### config.mk
export PLATFORM = sky130hd
export DESIGN_NAME = car_warning_ctrl
export DESIGN_NICKNAME = d
export VERILOG_FILES = /design/src/rtl/car_warning_ctrl.sv
export SDC_FILE = /design/constraint.sdc
export NUM_CORES = 1
export LEC_CHECK = 0
export ABC_AREA = 1
export BUFFER_PORTS_ARGS = -buffer_cell sky130_fd_sc_hd__buf_4
export CORE_UTILIZATION = 53
export CTS_CLUSTER_SIZE = 28
export DETAILED_ROUTE_END_ITERATION = 16
export GPL_ROUTABILITY_DRIVEN = 1
export PLACE_DENSITY = 0.79
export SETUP_SLACK_MARGIN = 0.15
export SKIP_CTS_REPAIR_TIMING = 1
export SYNTH_ARGS = -nofsm -noshare
export SYNTH_HDL_FRONTEND = slang
export SYNTH_SLANG_ARGS = --single-unit
### constraint.sdc
create_clock -name clk -period 1.6 [get_ports clk]
set_input_delay 0.16 -clock clk [delete_from_list [all_inputs] [get_ports clk]]
set_output_delay 0.16 -clock clk [all_outputs]
set_load 0.01 [all_outputs]
### src/rtl/car_warning_ctrl.sv
// Cabin warning controller: debounces body sensors and drives the chime and warning lamp.
// Ignition on with the door open or an occupied seat unbelted walks IDLE -> GRACE -> ALARM -> MUTE.
module car_warning_ctrl #(
    parameter int unsigned NUM_SEATS       = 2,
    parameter int unsigned DEBOUNCE_CYCLES = 4,
    parameter int unsigned GRACE_CYCLES    = 8,
    parameter int unsigned ALARM_CYCLES    = 32,
    parameter int unsigned BLINK_HALF      = 4
) (
    input  logic                 clk,
    input  logic                 reset,
    input  logic                 door_close,
    input  logic                 ignition,
    input  logic [NUM_SEATS-1:0] seat_belt,
    input  logic [NUM_SEATS-1:0] seat_occupied,
    input  logic                 ack,
    output logic                 alarm,
    output logic                 lamp,
    output logic [NUM_SEATS-1:0] belt_warn,
    output logic [1:0]           state
);
    localparam int unsigned NIN  = 2 + 2 * NUM_SEATS;
    localparam int unsigned DOOR = NIN - 1;
    localparam int unsigned IGN  = NIN - 2;
    localparam int unsigned FW   = NUM_SEATS + 1;
    localparam int unsigned DW   = $clog2(DEBOUNCE_CYCLES + 1);
    localparam int unsigned GW   = $clog2(GRACE_CYCLES + 1);
    localparam int unsigned AW   = $clog2(ALARM_CYCLES + 1);
    localparam int unsigned BW   = $clog2(BLINK_HALF + 1);
    localparam logic [NIN-1:0] FILT_RST = {1'b1, 1'b0, {NUM_SEATS{1'b1}}, {NUM_SEATS{1'b0}}};

    typedef enum logic [1:0] {
        S_IDLE  = 2'b00,
        S_GRACE = 2'b01,
        S_ALARM = 2'b10,
        S_MUTE  = 2'b11
    } state_t;

    // Packed as {door, ignition, belts, occupancy}
    logic [NIN-1:0] raw;
    logic [NIN-1:0] filt_q;
    logic [NIN-2:0] filt_d;

    assign raw = {door_close, ignition, seat_belt, seat_occupied};

    // One debounce filter per input bit; a run of DEBOUNCE_CYCLES differing samples flips it
    for (genvar g = 0; g < NIN; g++) begin : g_deb
        logic          f_q;
        logic          f_d;
        logic [DW-1:0] c_q;
        logic [DW-1:0] c_d;

        always_comb begin
            f_d = f_q;
            c_d = '0;
            if (raw[g] != f_q) begin
                if (c_q == DW'(DEBOUNCE_CYCLES - 1)) begin
                    f_d = raw[g];
                end else begin
                    c_d = c_q + DW'(1);
                end
            end
        end

        always_ff @(posedge clk) begin
            if (reset) begin
                f_q <= FILT_RST[g];
                c_q <= '0;
            end else begin
                f_q <= f_d;
                c_q <= c_d;
            end
        end

        assign filt_q[g] = f_q;
        if (g < NIN - 1) begin : g_nxt
            assign filt_d[g] = f_d;
        end
    end

    logic [NUM_SEATS-1:0] warn;
    logic [NUM_SEATS-1:0] warn_d;
    logic [FW-1:0]        fvec;
    logic                 fault;

    assign warn   = {NUM_SEATS{filt_q[IGN]}} & filt_q[NUM_SEATS-1:0]
                  & ~filt_q[2*NUM_SEATS-1:NUM_SEATS];
    assign warn_d = {NUM_SEATS{filt_d[IGN]}} & filt_d[NUM_SEATS-1:0]
                  & ~filt_d[2*NUM_SEATS-1:NUM_SEATS];
    assign fvec   = {filt_q[IGN] & ~filt_q[DOOR], warn};
    assign fault  = |fvec;

    state_t        st_q, st_d;
    logic [GW-1:0] gcnt_q, gcnt_d;
    logic [AW-1:0] acnt_q, acnt_d;
    logic [BW-1:0] bcnt_q, bcnt_d;
    logic          phase_q, phase_d;
    logic [FW-1:0] latch_q, latch_d;
    logic          alarm_d;
    logic          lamp_d;

    // Next state, counters and next-cycle outputs
    always_comb begin
        st_d    = st_q;
        gcnt_d  = gcnt_q;
        acnt_d  = acnt_q;
        bcnt_d  = bcnt_q;
        phase_d = phase_q;
        latch_d = latch_q;
        if (!fault) begin
            st_d    = S_IDLE;
            gcnt_d  = '0;
            acnt_d  = '0;
            bcnt_d  = '0;
            phase_d = 1'b0;
            latch_d = '0;
        end else begin
            unique case (st_q)
                S_IDLE: begin
                    st_d   = S_GRACE;
                    gcnt_d = '0;
                end
                S_GRACE: begin
                    if (gcnt_q == GW'(GRACE_CYCLES - 1)) begin
                        st_d    = S_ALARM;
                        gcnt_d  = '0;
                        acnt_d  = '0;
                        bcnt_d  = '0;
                        phase_d = 1'b1;
                    end else begin
                        gcnt_d = gcnt_q + GW'(1);
                    end
                end
                S_ALARM: begin
                    if (ack || acnt_q == AW'(ALARM_CYCLES - 1)) begin
                        st_d    = S_MUTE;
                        acnt_d  = '0;
                        bcnt_d  = '0;
                        phase_d = 1'b0;
                        latch_d = fvec;
                    end else begin
                        acnt_d = acnt_q + AW'(1);
                        if (bcnt_q == BW'(BLINK_HALF - 1)) begin
                            bcnt_d  = '0;
                            phase_d = ~phase_q;
                        end else begin
                            bcnt_d = bcnt_q + BW'(1);
                        end
                    end
                end
                S_MUTE: begin
                    // Only a newly raised fault re-arms; cleared bits just shrink the latch
                    if (|(fvec & ~latch_q)) begin
                        st_d   = S_GRACE;
                        gcnt_d = '0;
                    end else begin
                        latch_d = fvec;
                    end
                end
            endcase
        end
        alarm_d = (st_d == S_ALARM);
        lamp_d  = (st_d == S_GRACE) || (st_d == S_MUTE) || ((st_d == S_ALARM) && phase_d);
    end

    always_ff @(posedge clk) begin
        if (reset) begin
            st_q      <= S_IDLE;
            gcnt_q    <= '0;
            acnt_q    <= '0;
            bcnt_q    <= '0;
            phase_q   <= 1'b0;
            latch_q   <= '0;
            alarm     <= 1'b0;
            lamp      <= 1'b0;
            belt_warn <= '0;
        end else begin
            st_q      <= st_d;
            gcnt_q    <= gcnt_d;
            acnt_q    <= acnt_d;
            bcnt_q    <= bcnt_d;
            phase_q   <= phase_d;
            latch_q   <= latch_d;
            alarm     <= alarm_d;
            lamp      <= lamp_d;
            belt_warn <= warn_d;
        end
    end

    assign state = st_q;

endmodule

==> summary.txt <==
Synth
  – Seq cells post-synth: 47
  – Post-synthesis mux area share: ~1.4%
  – Distinct cells, synth: 30
  – Simple-Gate Fraction of Synth Area: ~23%
  – Asr flop ratio synth: 0%
  – Compound-cell area share of the yosys netlist: approximately 12%
  – Number of flops mapped to enable cells by yosys: 0
  – Synth Area per Inst: roughly 8.3 um^2
  – Top-area cell type share of the netlist area: 44.39%
  – Post-Syn Nets: 283
  – Post-synthesis cell area: between 2000 and 2500 um^2
  – Post-Synthesis Cells: about 260
  – Main synth FF type: dfxtp_1
  – Main combinational cell family by area after synthesis: simple AND/OR/NAND/NOR gates
  – YS warnings: 0
  – XOR/XNOR Fraction of Synth Area: less than 1%
  – Synth area leader: dfxtp_1
  – Synth Area in Adders: approximately 11%
  – Top post-synthesis cells by area: dfxtp_1 44%, ha_1 11%, inv_1 6.4%, nand2_1 6.2%, nor2_1 6.0%
  – Post-synthesis sequential area ratio: between 40% and 50%

Floorplan
  – Die extent in y: approximately 65 um
  – FP Rows: 22
  – Die ar.: around 4300 um^2
  – Ports: 15
  – Core area: approximately 3700 um^2
  – DIE WIDTH: 65.24 um
  – Initial Util: between 50 and 60%

Placement
  – GP Congestion: between 0.8 and 0.9
  – # port buffers: 14
  – Placed cell count: approximately 320
  – Post-DP HPWL: ~2.7 mm
  – Dpl cell area: between 2000 and 2500 um^2

Timing
  – Max_slew headroom: about 79%
  – Clk_skew: between 9 and 10 ps
  – Minimum clock period: between 1000 and 1500 ps
  – Worst Max-Slew Pin Slew: 302.8 ps
  – Setup violators final: 0
  – Fin Hold WS: about 83 ps
  – RSZ-0062 raised after global routing: yes
  – Setup TNS: 0 ps
  – Peak Freq: 0.6733 GHz
  – Tcrit/Tclk final: roughly 93%
  – Final Hold Vio Count: 0
  – Final Max Slew Viols: 0

Global routing
  – Total congestion overflow: 0
  – Vias in the first global route: about 1,500
  – Initial antenna violation count: 0
  – First-pass GRT wire length: just over 6 mm
  – Largest net degree at the start of global routing: 15
  – Global Route Usage Sum: 18.81%

Layout
  – Commonest non-fill, non-tap cell in the layout: dfxtp_1
  – # fillers: 323
  – Non-Filler Instances: 333
  – Most frequent cells in the layout: 41 x dfxtp_1, 34 x inv_1, 31 x nor2_1
  – Fin area: 2544 um^2
  – Area delta synth->final: 20.01%
  – Nets@finish: about 310
  – Layout cells sized above 1: about 25%
  – N_diodes: 0

Critical path
  – R2R Path End: acnt_q[5]$_SDFFE_PP0P_
  – Bufs and invs on worst path: 3
  – Top delay family on crit path: flip-flops
  – Crit. End Element: flop
  – Worst R2R Path Depth: 9
  – CP Capture Point: acnt_q[5]$_SDFFE_PP0P_
  – Slowest cell on crit path: dfxtp_4
  – WS Path Type: reg2reg
  – Crit path cell chain: inv_4 > ha_4 > inv_2 > o21ai_4 > inv_4 > nor2_4 > nand2_1 > xor2_1 > nor2_2
  – Critical path's most frequent cell: inv_4
  – Levels on crit path: 9
  – WP data required: 1790 ps
  – Element type at the critical path start: flop
  – Crit path max fanout: 7
  – R2R setup slack: around 110 ps
  – Crit-path max cell delay: about 400 ps
  – CP arrival: between 1500 and 2000 ps
  – R2R Path Start: state[0]$_SDFF_PP0_
  – Worst Setup SP: state[0]$_SDFF_PP0_

Clock network
  – CTS Buf Count: 5
  – CTS clk-pin slew, worst paths: around 80 ps
  – Clock root cell: clkbuf_8
  – CTS Buffer Depth: 2
  – Clock Sinks: 47
  – Clk_lat worst skew: about 300 ps
  – H-tree levels: 2
  – CTS tree: done

Route
  – Post-DR wirelength/cell: ~11 um
  – Final ANT Viol Nets: 0
  – # DRC: 0
  – DR iter-0 viols: 62
  – Routed wire length: about 3.7 mm
  – DR pass1 iterations: 4
  – Avg Vias per Cell: between 4 and 5
  – Total number of vias: 1,649

Run status
  – Status: finished clean

Power
  – Pwr Density: 765.8 nW/um^2
  – Leakage: between 0.001 and 0.0015 uW
  – VDD IR max: 0.6349 mV

Job
  – # Max-Cap Violations: 0

Worst hold path
  – Hold WC Path Type: in2reg
[cells in the mapped netlist, drive strengths merged (2+ instances only)]
master,number
nand2,40
mux2i,3
nor2,39
o21ai,11
nor3,3
dfxtp,47
o211ai,7
inv,38
a211oi,2
a21oi,21
ha,19
nand3,15
or2,3
[layout make-up]
| cell class | count | area (um^2) | share of cell area (%) |
|---|---|---|---|
| multi-input cells | 169 | 1122 | 44.12 |
| flip-flops and latches | 47 | 955.9 | 37.58 |
| repair buffers | 22 | 165.2 | 6.493 |
| inverters | 39 | 156.4 | 6.149 |
| clock buffers | 6 | 72.57 | 2.853 |
| well taps | 48 | 60.06 | 2.361 |
| clock inverters | 2 | 11.26 | 0.4427 |
[metal layers]
| metal | global-route usage, % | routed length, um |
|---|---|---|
| met1 | 23.59 | 1776 |
| met3 | 4.688 | 126 |
| met5 | 0 | 0 |
| met2 | 30.80 | 1791 |
| met4 | 7.337 | 55 |
[state kept, by name (all words and copies together), names as in the netlist]
register	flops
g_deb.f_q	6
acnt_q	6
state	2
belt_warn	2
alarm	1
phase_q	1
latch_q	3
bcnt_q	3
g_deb.c_q	18
gcnt_q	4
lamp	1
[worst min path at each step]
stage                    start                         to  cells after the start
floorplan                reset    g_deb[0].f_q$_SDFF_PP0_                      1
global placement    door_close  g_deb[5].f_q$_SDFFE_PP1P_                      3
detailed placement       reset    g_deb[0].f_q$_SDFF_PP0_                      2
finish                   reset    g_deb[4].f_q$_SDFF_PP0_                      2
global route             reset    g_deb[4].f_q$_SDFF_PP0_                      2
CTS                      reset    g_deb[1].f_q$_SDFF_PP0_                      2
[stage by stage]
step / utilization, % / setup slack (ps) / total power (uW)
6_report: 67.95 / 114.8 / 1948
3_5_place_dp: 62.03 / 50.86 / 1293
4_1_cts: 64.27 / 29.29 / 1968
5_1_grt: 67.95 / 42.99 / 2030
2_1_floorplan: - / 158.6 / 1259
3_3_place_gp: 62.03 / 84.76 / 1290
[power breakdown]
part / switching [uW] / total, uW / internal, uW
clock: 379 / 686 / 307
combinational: 37.8 / 71.8 / 34.0
sequential: 8.87 / 1190 / 1180
total: 426 / 1950 / 1520
[cells by family after synthesis]
family,count (synthesis)
buf+inv,39
xor+xnor,2
flops,47
fa+ha+maj,19
simple gates,103
compound gates,42
mux,3
Note: power is estimated with default switching activity, not from simulation.
